**src/rtl/axi_llc_tag_bist_check_if.sv**
```systemverilog
// Tag-SRAM BIST checker bus: generator/SRAM-side request and read data in, compare results and stats out.
// The master modport is the pattern-generator side; the slave modport is the checker.
interface axi_llc_tag_bist_check_if #(
   parameter int unsigned SetAssociativity = 1,
   parameter int unsigned IndexLength      = 1,
   parameter int unsigned PatternWidth     = 1,
   parameter int unsigned CntWidth         = 16
);
   logic                                     req_i;
   logic                                     we_i;
   logic [IndexLength-1:0]                   index_i;
   logic [PatternWidth-1:0]                  pattern_i;
   logic [SetAssociativity*PatternWidth-1:0] rdata_i;
   logic                                     clear_i;
   logic [SetAssociativity-1:0]              bist_res_o;
   logic                                     bist_res_valid_o;
   logic [CntWidth-1:0]                      err_cnt_o;
   logic                                     first_fail_valid_o;
   logic [IndexLength-1:0]                   first_fail_index_o;
   logic [SetAssociativity-1:0]              first_fail_way_o;

   modport master (
      output req_i, we_i, index_i, pattern_i, rdata_i, clear_i,
      input  bist_res_o, bist_res_valid_o, err_cnt_o,
             first_fail_valid_o, first_fail_index_o, first_fail_way_o
   );

   modport slave (
      input  req_i, we_i, index_i, pattern_i, rdata_i, clear_i,
      output bist_res_o, bist_res_valid_o, err_cnt_o,
             first_fail_valid_o, first_fail_index_o, first_fail_way_o
   );
endinterface

```
**src/rtl/axi_llc_tag_bist_check.sv**
```systemverilog
// Tag-SRAM march-BIST read checker: result ReadLatency+1 cycles after each read, one read per cycle.
// No backpressure; expected patterns ride a ReadLatency-deep pipeline alongside the SRAM access.
module axi_llc_tag_bist_check #(
   parameter int unsigned SetAssociativity = 1,
   parameter int unsigned IndexLength      = 1,
   parameter int unsigned PatternWidth     = 1,
   parameter int unsigned ReadLatency      = 1,
   parameter int unsigned CntWidth         = 16
) (
   input logic                     clk_i,
   input logic                     rst_i,
   axi_llc_tag_bist_check_if.slave bus
);

   generate
      if (ReadLatency < 1 || ReadLatency > 4) begin : g_bad_latency
         $error("axi_llc_tag_bist_check: ReadLatency must be in 1..4");
      end
   endgenerate

   logic [ReadLatency-1:0]                   vld_q, vld_d;
   logic [ReadLatency-1:0][IndexLength-1:0]  idx_q, idx_d;
   logic [ReadLatency-1:0][PatternWidth-1:0] pat_q, pat_d;

   logic [SetAssociativity-1:0] res_q, res_d;
   logic                        res_vld_q, res_vld_d;
   logic [CntWidth-1:0]         cnt_q, cnt_d;
   logic                        ffv_q, ffv_d;
   logic [IndexLength-1:0]      ffi_q, ffi_d;
   logic [SetAssociativity-1:0] ffw_q, ffw_d;

   logic [SetAssociativity-1:0] match;
   logic                        last_vld;
   logic                        fail;

   always_comb begin
      vld_d    = vld_q;
      idx_d    = idx_q;
      pat_d    = pat_q;
      vld_d[0] = bus.req_i & ~bus.we_i;
      idx_d[0] = bus.index_i;
      pat_d[0] = bus.pattern_i;
      for (int s = 1; s < int'(ReadLatency); s++) begin
         vld_d[s] = vld_q[s-1];
         idx_d[s] = idx_q[s-1];
         pat_d[s] = pat_q[s-1];
      end

      // The last stage lines up with the data the SRAM returns this cycle.
      match = '0;
      for (int w = 0; w < int'(SetAssociativity); w++) begin
         match[w] = (bus.rdata_i[w*PatternWidth +: PatternWidth] == pat_q[ReadLatency-1]);
      end
      last_vld = vld_q[ReadLatency-1];
      fail     = last_vld & ~(&match);

      res_d     = last_vld ? match : res_q;
      res_vld_d = last_vld;

      cnt_d = cnt_q;
      ffv_d = ffv_q;
      ffi_d = ffi_q;
      ffw_d = ffw_q;
      // Clear wins over a same-cycle fail; the fail still shows on the result strobe.
      if (bus.clear_i) begin
         cnt_d = '0;
         ffv_d = 1'b0;
         ffi_d = '0;
         ffw_d = '0;
      end else if (fail) begin
         if (cnt_q != {CntWidth{1'b1}}) begin
            cnt_d = cnt_q + CntWidth'(1);
         end
         if (!ffv_q) begin
            ffv_d = 1'b1;
            ffi_d = idx_q[ReadLatency-1];
            ffw_d = ~match;
         end
      end
   end

   always_ff @(posedge clk_i) begin
      if (rst_i) begin
         vld_q     <= '0;
         idx_q     <= '0;
         pat_q     <= '0;
         res_q     <= '1;
         res_vld_q <= 1'b0;
         cnt_q     <= '0;
         ffv_q     <= 1'b0;
         ffi_q     <= '0;
         ffw_q     <= '0;
      end else begin
         vld_q     <= vld_d;
         idx_q     <= idx_d;
         pat_q     <= pat_d;
         res_q     <= res_d;
         res_vld_q <= res_vld_d;
         cnt_q     <= cnt_d;
         ffv_q     <= ffv_d;
         ffi_q     <= ffi_d;
         ffw_q     <= ffw_d;
      end
   end

   assign bus.bist_res_o         = res_q;
   assign bus.bist_res_valid_o   = res_vld_q;
   assign bus.err_cnt_o          = cnt_q;
   assign bus.first_fail_valid_o = ffv_q;
   assign bus.first_fail_index_o = ffi_q;
   assign bus.first_fail_way_o   = ffw_q;

endmodule

```
**src/flat_wrapper.sv**
```systemverilog
// flat-port wrapper written by rule: the top's interface ports become plain ports
module axi_llc_tag_bist_check_flat 
#(
   parameter int unsigned SetAssociativity = 1,
   parameter int unsigned IndexLength      = 1,
   parameter int unsigned PatternWidth     = 1,
   parameter int unsigned ReadLatency      = 1,
   parameter int unsigned CntWidth         = 16
)
  (clk_i, rst_i, bus_req_i, bus_we_i, bus_index_i, bus_pattern_i, bus_rdata_i, bus_clear_i, bus_bist_res_o, bus_bist_res_valid_o, bus_err_cnt_o, bus_first_fail_valid_o, bus_first_fail_index_o, bus_first_fail_way_o);
  axi_llc_tag_bist_check_if #(.SetAssociativity(SetAssociativity), .IndexLength(IndexLength), .PatternWidth(PatternWidth), .CntWidth(CntWidth)) bus_i ();
  input logic clk_i;
  input logic rst_i;
  input wire logic [$bits(bus_i.req_i)-1:0] bus_req_i;
  input wire logic [$bits(bus_i.we_i)-1:0] bus_we_i;
  input wire logic [$bits(bus_i.index_i)-1:0] bus_index_i;
  input wire logic [$bits(bus_i.pattern_i)-1:0] bus_pattern_i;
  input wire logic [$bits(bus_i.rdata_i)-1:0] bus_rdata_i;
  input wire logic [$bits(bus_i.clear_i)-1:0] bus_clear_i;
  output wire logic [$bits(bus_i.bist_res_o)-1:0] bus_bist_res_o;
  output wire logic [$bits(bus_i.bist_res_valid_o)-1:0] bus_bist_res_valid_o;
  output wire logic [$bits(bus_i.err_cnt_o)-1:0] bus_err_cnt_o;
  output wire logic [$bits(bus_i.first_fail_valid_o)-1:0] bus_first_fail_valid_o;
  output wire logic [$bits(bus_i.first_fail_index_o)-1:0] bus_first_fail_index_o;
  output wire logic [$bits(bus_i.first_fail_way_o)-1:0] bus_first_fail_way_o;
  assign bus_i.req_i = bus_req_i;
  assign bus_i.we_i = bus_we_i;
  assign bus_i.index_i = bus_index_i;
  assign bus_i.pattern_i = bus_pattern_i;
  assign bus_i.rdata_i = bus_rdata_i;
  assign bus_i.clear_i = bus_clear_i;
  assign bus_bist_res_o = bus_i.bist_res_o;
  assign bus_bist_res_valid_o = bus_i.bist_res_valid_o;
  assign bus_err_cnt_o = bus_i.err_cnt_o;
  assign bus_first_fail_valid_o = bus_i.first_fail_valid_o;
  assign bus_first_fail_index_o = bus_i.first_fail_index_o;
  assign bus_first_fail_way_o = bus_i.first_fail_way_o;
  axi_llc_tag_bist_check #(.SetAssociativity(SetAssociativity), .IndexLength(IndexLength), .PatternWidth(PatternWidth), .ReadLatency(ReadLatency), .CntWidth(CntWidth)) u_core (.clk_i(clk_i), .rst_i(rst_i), .bus(bus_i));
endmodule
```
**config.mk**
```make
export PLATFORM = sky130hd
export DESIGN_NAME = axi_llc_tag_bist_check_flat
export DESIGN_NICKNAME = d
export VERILOG_FILES = /design/src/rtl/axi_llc_tag_bist_check_if.sv /design/src/rtl/axi_llc_tag_bist_check.sv /design/src/flat_wrapper.sv
export SDC_FILE = /design/constraint.sdc
export NUM_CORES = 1
export LEC_CHECK = 0
export CAP_MARGIN = 10
export CORE_MARGIN = 5
export CORE_UTILIZATION = 40
export CTS_BUF_LIST = sky130_fd_sc_hd__clkbuf_16
export DETAILED_ROUTE_END_ITERATION = 8
export PLACE_DENSITY = 0.76
export REMOVE_ABC_BUFFERS = 1
export SKIP_LAST_GASP = 1
export SYNTH_ARGS = -nofsm -noshare
export SYNTH_HDL_FRONTEND = slang
export SYNTH_SLANG_ARGS = --single-unit
```
**constraint.sdc**
```tcl
create_clock -name clk_i -period 3.95 [get_ports clk_i]
set_input_delay 0.9875 -clock clk_i [delete_from_list [all_inputs] [get_ports clk_i]]
set_output_delay 0.9875 -clock clk_i [all_outputs]
set_load 0.02 [all_outputs]
```
==> results_dict.tcl, run 1 <==
set metrics [dict create \
    drtPass1Iterations 4 \
    relSlewSlack_pct 48.3 \
    hold_class "register to register" \
    die_h_um 62.6 \
    clkLatencyLatePin_ps 260 \
    setup_violations 0 \
    numCtsBuffers 3 \
    ys.flop_type "dfxtp_1" \
    async_flop_share_pct 0 \
    holdBufCountCts 0 \
    syn2layout_area_growth_pct 36.7 \
    hpwl_mm 1.93 \
    drc_errors 0 \
    io_buffers 28 \
    avgSynthCellArea_um2 9.07 \
    clk_pin_slew_ps 70 \
    arrival_ps 2670 \
    grt_usage_pct 13.7 \
    dieWidth_um 62.6 \
    initial_core_util_pct 40.8 \
    drt_iter0_markers 16 \
    grt_pass1_vias 1051 \
    cap_violations 0 \
    worst-setup-path-type "input pin to register" \
    power_density_mw_per_mm2 369 \
    crit_path_max_fanout 6 \
    clkSinkCount 24 \
    avgRoutedWirePerCell_um 14.8 \
    final_area_mm2 0.00151 \
    final_antenna_net_count 0 \
    synth_edf_count 0 \
    tightest_slew_ps 769 \
    ys_seq_elements 24 \
    cts_tree "yes" \
    drt_wl_total_mm 2.69 \
    htree_levels 1 \
    gp_congestion 0.815 \
    vdd_drop_max_uv 242 \
    post_cts_buffers 0 \
    fin_tns_setup_ps 0 \
    fp.dieArea_mm2 0.00392 \
    gr-total-overflow 0 \
    synth_warnings 0 \
    ys_seq_area_share_pct 43.4 \
    layout.nets 161 \
    grt_pass1_wl_mm 4.62 \
    clock.fmax_ghz 0.392 \
    finalCriticalPeriod_ps 2550 \
    slew_violations 0 \
    finalCritPeriodShare_pct 64.6 \
    place_area_mm2 0.00141 \
    final-hold-violation-count 0 \
    coreArea_mm2 0.00271 \
    fillers 248 \
    via_per_inst 6.07 \
    fin_skew_ps 5.52 \
    cp.required_ps 4060 \
    ys_types 36 \
    clock_path_buffers 2 \
    outcome "completed" \
    startpoint_type "input pin" \
    std_cell_rows 19 \
    placed_cells 178 \
    grt_max_degree 17 \
    grt_antenna_before_repair 0 \
    endpoint_kind "register" \
    multi_input_area_um2 596 \
    cts_resized 0 \
    regArea_um2 480 \
    rsz0062_at_grt "no" \
    hold_ws_ps 487 \
    vias 1105 \
    synth_cells 122 \
    final_cells 182 \
    cts-root-buf "clkbuf_16" \
    netlist_area_mm2 0.00111 \
    drive_gt1_share_pct 7.95 \
    antenna_cells 0 \
    power.leakage_nw 0.473 \
    io_pins 29 \
    finish.utilization_pct 55.8 \
]
-- metrics by stage --
stage / total power, mW / setup slack [ps]
2_1_floorplan: 0.262 / 1850
3_3_place_gp: 0.274 / 1240
3_5_place_dp: 0.275 / 1190
4_1_cts: 0.562 / 1440
5_1_grt: 0.578 / 1280
6_report: 0.558 / 1400
-- sequential cells by signal, indices dropped and copies added (netlist names) --
register / cells
u_core.bus.err_cnt_o: 16
u_core.bus.bist_res_o: 1
u_core.bus.bist_res_valid_o: 1
u_core.bus.first_fail_index_o: 1
u_core.bus.first_fail_valid_o: 1
u_core.bus.first_fail_way_o: 1
u_core.idx_q: 1
u_core.last_vld: 1
u_core.pat_q: 1
-- kinds of logic (layout without fill, tap and decap cells) --
kind of cell / after synthesis / in the layout / share of synthesized area (%)
compound gates: 35 / 35 / 19.8
simple gates: 55 / 55 / 31.4
flops: 24 / 24 / 43.4
xor+xnor: 1 / 1 / 1.47
fa+ha+maj: 1 / 1 / 1.13
buf+inv: 6 / 35 / 2.72
-- cells in the mapped netlist (2+ instances only) --
cell | n | area [um^2]
dfxtp_1 | 24 | 480
a21oi_1 | 13 | 65.1
o31ai_1 | 8 | 60.1
or4_1 | 8 | 60.1
nand2_1 | 7 | 26.3
nand3_1 | 6 | 30.0
nor2_1 | 6 | 22.5
nand4_1 | 5 | 31.3
o21ai_0 | 5 | 25.0
or3_1 | 4 | 25.0
inv_1 | 3 | 11.3
nor2b_1 | 3 | 18.8
nor3_1 | 3 | 15.0
and4_4 | 2 | 22.5
clkbuf_1 | 2 | 7.51
nor4_2 | 2 | 25.0
o211ai_1 | 2 | 15.0
-- layout by cell type, fill, tap and decap left out, drive strengths merged, types with 2 or more instances in the layout --
| master | Yosys | routed |
|---|---|---|
| inv | 3 | 3 |
| and3 | 2 | 2 |
| nor3 | 3 | 3 |
| nand4 | 6 | 6 |
| nor4 | 2 | 2 |
| nor2 | 6 | 6 |
| o21ai | 6 | 6 |
| clkbuf | 2 | 3 |
| o211ai | 2 | 2 |
| or3 | 4 | 4 |
| clkdlybuf4s50 | 0 | 28 |
| a21oi | 13 | 13 |
| dfxtp | 24 | 24 |
| or4 | 8 | 8 |
| and4 | 3 | 3 |
| o31ai | 8 | 8 |
| nor2b | 3 | 3 |
| nand3 | 6 | 6 |
| nand2 | 7 | 7 |
-- critical path, stage by stage --
cell             delay, ps
clkdlybuf4s50_1        500
xor2_2                 250
nand3_1                230
o311ai_0               550
o41ai_1                150
-- worst paths after layout --
check / end / from / slack (ps) / depth (start not counted)
max: u_core.bus.err_cnt_o[6] / bus_rdata_i / 1400 / 5
min: u_core.bus.first_fail_way_o / u_core.bus.first_fail_way_o / 490 / 1
max reg2reg: u_core.bus.err_cnt_o[3] / u_core.bus.err_cnt_o[0] / 2010 / 5
min reg2reg: u_core.bus.first_fail_way_o / u_core.bus.first_fail_way_o / 490 / 1
-- report_power, final --
group	leakage, nW	total (mW)	internal (mW)	switching, mW
Clock	0.0511	0.289	0.201	0.0872
Sequential	0.194	0.247	0.245	0.00211
Combinational	0.228	0.0227	0.0115	0.0112
-- cell type report --
type                       count  share of cell area [%]
tap                           31                    2.57
clock buffer                   3                    4.97
timing repair buffer          28                    18.5
multi-input combinational     92                    39.4
clock inverter                 1                    1.99
sequential                    24                    31.8
inverter                       3                   0.745
-- metal layers --
metal  vias up  GRT usage [%]  routed length, um
met5         -              0                  0
met4         0           6.10                 75
met3        10           4.86                185
met2        39           21.0               1200
met1       519           17.2               1230
li1        537              -                  -
No activity file was read; power rests on OpenSTA's default activity.
==> run 2: changes to the inputs <==
Clock period 3.95 ns to 2.6 ns, I/O delays scaled along.
==> results_dict.tcl, run 2 (synthesis results as in run 1) <==
set metrics [dict create \
    outcome "completed" \
    power.leakage_nw 0.473 \
    drive_gt1_share_pct 7.95 \
    slew_violations 0 \
    io_pins 29 \
    use_met1_pct 19.7 \
    power_density_mw_per_mm2 562 \
    arrival_ps 2350 \
    cap_violations 0 \
    final_area_mm2 0.00151 \
    io_buffers 28 \
    final_antenna_net_count 0 \
    cts_resized 0 \
    finalCriticalPeriod_ps 2170 \
    clock.fmax_ghz 0.460 \
    coreArea_mm2 0.00271 \
    place_area_mm2 0.00141 \
    drt_iter0_markers 19 \
    grt_antenna_before_repair 0 \
    cts-root-buf "clkbuf_16" \
    layout_common_cells "28 x clkdlybuf4s50_1, 24 x dfxtp_1, 13 x a21oi_1" \
    cts_tree "yes" \
    gr-total-overflow 0 \
    fin_skew_ps 4.39 \
    drc_errors 0 \
    vdd_drop_max_uv 421 \
    endpoint_kind "register" \
    worst-setup-path-type "input pin to register" \
    clkSinkCount 24 \
    drt_wl_total_mm 2.69 \
    startpoint_type "input pin" \
    finalCritPeriodShare_pct 83.5 \
    die_h_um 62.6 \
    antenna_cells 0 \
    grt_pass1_vias 1063 \
    initial_core_util_pct 40.8 \
    hpwl_mm 1.94 \
    place_ws_ps 178 \
    clkLatencyLatePin_ps 260 \
    clock_path_buffers 2 \
    relSlewSlack_pct 48.3 \
    syn2layout_area_growth_pct 36.7 \
    tightest_slew_ps 769 \
    rsz0062_at_grt "no" \
    r2r_slack_ps 660 \
    crit_path_max_fanout 9 \
    post_cts_buffers 0 \
    gp_congestion 0.816 \
    met3_usage_pct 4.14 \
    final-hold-violation-count 0 \
    via_per_inst 5.84 \
    fin_total_pwr_uw 849 \
    fp.dieArea_mm2 0.00392 \
    fillers 246 \
    std_cell_rows 19 \
    met2_usage_pct 21.9 \
    worst_slack_ps 428 \
    avgRoutedWirePerCell_um 14.8 \
    holdBufCountCts 0 \
    hold_class "register to register" \
    drtPass1Iterations 4 \
    htree_levels 1 \
    dieWidth_um 62.6 \
    clk_pin_slew_ps 60 \
    grt_max_degree 17 \
    cp.required_ps 2780 \
    grt_usage_pct 14.3 \
    numCtsBuffers 3 \
    mostFrequentLayoutCell "clkdlybuf4s50_1" \
    grt_pass1_wl_mm 4.84 \
    layout.nets 161 \
    vias 1063 \
    largest_reg_flops 16 \
    top_usage_layer "met2" \
    fin_tns_setup_ps 0 \
    setup_violations 0 \
]
run 2: path summary, 6_finish.rpt:
kind / end / from / cells past startpoint
worst max register to register: u_core.bus.err_cnt_o[3] / u_core.bus.err_cnt_o[0] / 5
worst min-delay path: u_core.bus.first_fail_index_o / u_core.idx_q / 2
worst max-delay path: u_core.bus.err_cnt_o[11] / bus_rdata_i / 5
worst min register to register: u_core.bus.first_fail_index_o / u_core.idx_q / 2
run 2: per-layer routing:
layer / vias up / share of wire [%]
met1: 490 / 46
met5: - / 0
li1: 535 / -
met3: 3 / 6.9
met2: 35 / 47
met4: 0 / 0.52
run 2: through the flow:
step | cells | hold WS, ps | util (%)
2_1_floorplan | 119 | 442 | -
3_5_place_dp | 178 | 475 | 51.9
5_1_grt | 182 | 507 | 55.8
3_3_place_gp | 178 | 453 | 51.9
4_1_cts | 182 | 490 | 55.8
6_report | 182 | 484 | 55.8
run 2: cell type report:
| type | instances | area [um^2] | area share [%] |
|---|---|---|---|
| clock inverters | 1 | 30.0 | 1.99 |
| repair buffers | 28 | 280 | 18.5 |
| flip-flops and latches | 24 | 480 | 31.8 |
| inverters | 3 | 11.3 | 0.745 |
| clock buffers | 3 | 75.1 | 4.97 |
| well taps | 31 | 38.8 | 2.57 |
| multi-input cells | 92 | 596 | 39.4 |
run 2: power breakdown:
part | switching, mW | internal (mW) | total, mW | leakage (nW)
Combinational | 0.0170 | 0.0175 | 0.0344 | 0.228
Clock | 0.133 | 0.306 | 0.439 | 0.0511
Sequential | 0.00326 | 0.372 | 0.375 | 0.194
Total | 0.154 | 0.695 | 0.849 | 0.473
run 2: worst max-delay path, stage by stage:
cell	delay, ps
clkdlybuf4s50_1	500
xor2_2	250
nand4_2	250
or4_1	520
a21oi_1	180
==> run 3: changes to the inputs <==
Clock period 2.6 ns to 2.1 ns, I/O delays scaled along.
==> results_dict.tcl, run 3 (synthesis results as in run 1) <==
set metrics [dict create \
    dieWidth_um 62.6 \
    grt_antenna_before_repair 0 \
    slew_violations 0 \
    cts_resized 0 \
    arrival_ps 2160 \
    clkLatencyLatePin_ps 260 \
    drt_wl_total_mm 2.83 \
    die_h_um 62.6 \
    worstPathBufferInverterCount 1 \
    vdd_drop_max_uv 485 \
    final_antenna_net_count 0 \
    hp-start "u_core.idx_q" \
    place_area_mm2 0.00146 \
    gr-total-overflow 0 \
    coreArea_mm2 0.00271 \
    cts_tree "yes" \
    largest_reg_flops 16 \
    avgRoutedWirePerCell_um 15.0 \
    hold_class "register to register" \
    finalCritPeriodShare_pct 93.9 \
    finalCriticalPeriod_ps 1970 \
    antenna_cells 0 \
    worst_slack_ps 127 \
    r2r-start "u_core.bus.err_cnt_o[0]" \
    via_per_inst 5.96 \
    initial_core_util_pct 40.8 \
    fin_skew_ps 5.37 \
    io_pins 29 \
    clk_pin_slew_ps 60 \
    endpoint_kind "register" \
    drt_iter0_markers 22 \
    io_buffers 28 \
    post_cts_buffers 0 \
    vias 1127 \
    fin_total_pwr_uw 925 \
    syn2layout_area_growth_pct 39.0 \
    grt_usage_pct 14.0 \
    startpoint_type "input pin" \
    cts-root-buf "clkbuf_16" \
    cp_top_family "simple AND/OR/NAND/NOR gates" \
    holdBufCountCts 0 \
    final-hold-violation-count 0 \
    clkSinkCount 24 \
    cp.required_ps 2290 \
    layout_common_cells "28 x clkdlybuf4s50_1, 24 x dfxtp_1, 13 x a21oi_1" \
    layout.nets 168 \
    worst-setup-path-type "input pin to register" \
    power.leakage_nw 0.491 \
    drive_gt1_share_pct 11.4 \
    gp_congestion 0.819 \
    grt_pass1_vias 1071 \
    fp.dieArea_mm2 0.00392 \
    tightest_slew_ps 582 \
    htree_levels 1 \
    drc_errors 0 \
    critPathLaunch "bus_rdata_i" \
    cap_violations 0 \
    power_density_mw_per_mm2 601 \
    grt_max_degree 14 \
    cp_slowest_cell "or4_1" \
    outcome "completed" \
    setup_violations 0 \
    relSlewSlack_pct 60.9 \
    final_area_mm2 0.00154 \
    crit_chain "clkdlybuf4s50_1 > xor2_2 > nand4_2 > or4_1 > a21oi_1" \
    crit_path_max_fanout 7 \
    numCtsBuffers 3 \
    clock_path_buffers 2 \
    drtPass1Iterations 4 \
    clock.fmax_ghz 0.507 \
    std_cell_rows 19 \
    max_stage_delay_ps 540 \
    mostFrequentLayoutCell "clkdlybuf4s50_1" \
    fin_tns_setup_ps 0 \
    hpwl_mm 2.10 \
    place_ws_ps -140 \
    rsz0062_at_grt "no" \
    grt_pass1_wl_mm 4.65 \
]
==> run 3: stage by stage <==
step / std cells / utilization (%) / hold WS, ps
6_report: 189 / 56.7 / 474
5_1_grt: 189 / 56.7 / 512
4_1_cts: 189 / 56.7 / 480
3_5_place_dp: 185 / 53.8 / 471
3_3_place_gp: 185 / 53.8 / 454
2_1_floorplan: 119 / - / 442
==> run 3: area by class of cell <==
class,count,area (um^2)
Clock buffer,3,75.1
Tap cell,31,38.8
Timing Repair Buffer,35,333
Inverter,3,11.3
Multi-Input combinational cell,92,596
Sequential cell,24,480
Fill cell,257,1170
Clock inverter,1,3.75
==> run 3: worst register-to-register path, stage by stage, from the launching register on <==
cell and delay (ps):
dfxtp_1 420, ha_1 230, nand3_1 170, nor4_2 580
or4_1 190, a21oi_1 60
==> run 3: where the power goes <==
| group | switching (mW) | leakage, nW | total (mW) | internal [mW] |
|---|---|---|---|---|
| registers | 0.00400 | 0.194 | 0.464 | 0.460 |
| clock network | 0.159 | 0.0385 | 0.413 | 0.254 |
| logic | 0.0226 | 0.259 | 0.0470 | 0.0243 |
| total | 0.186 | 0.491 | 0.925 | 0.739 |
==> run 3: final timing paths <==
check	end	slack (ps)	cells after the start
worst max-delay path	u_core.bus.err_cnt_o[15]	130	5
worst max register to register	u_core.bus.err_cnt_o[9]	330	5
worst min-delay path	u_core.bus.first_fail_index_o	470	2
worst min register to register	u_core.bus.first_fail_index_o	470	2
==> run 3: metal layers <==
| metal | global-route usage (%) | routed length (um) | up-vias | part of all wire [%] |
|---|---|---|---|---|
| met3 | 2.88 | 145 | 3 | 5.1 |
| li1 | - | - | 549 | - |
| met2 | 24.1 | 1380 | 28 | 49 |
| met5 | 0 | 0 | - | 0 |
| met4 | 4.51 | 24 | 0 | 0.85 |
| met1 | 17.3 | 1280 | 547 | 45 |
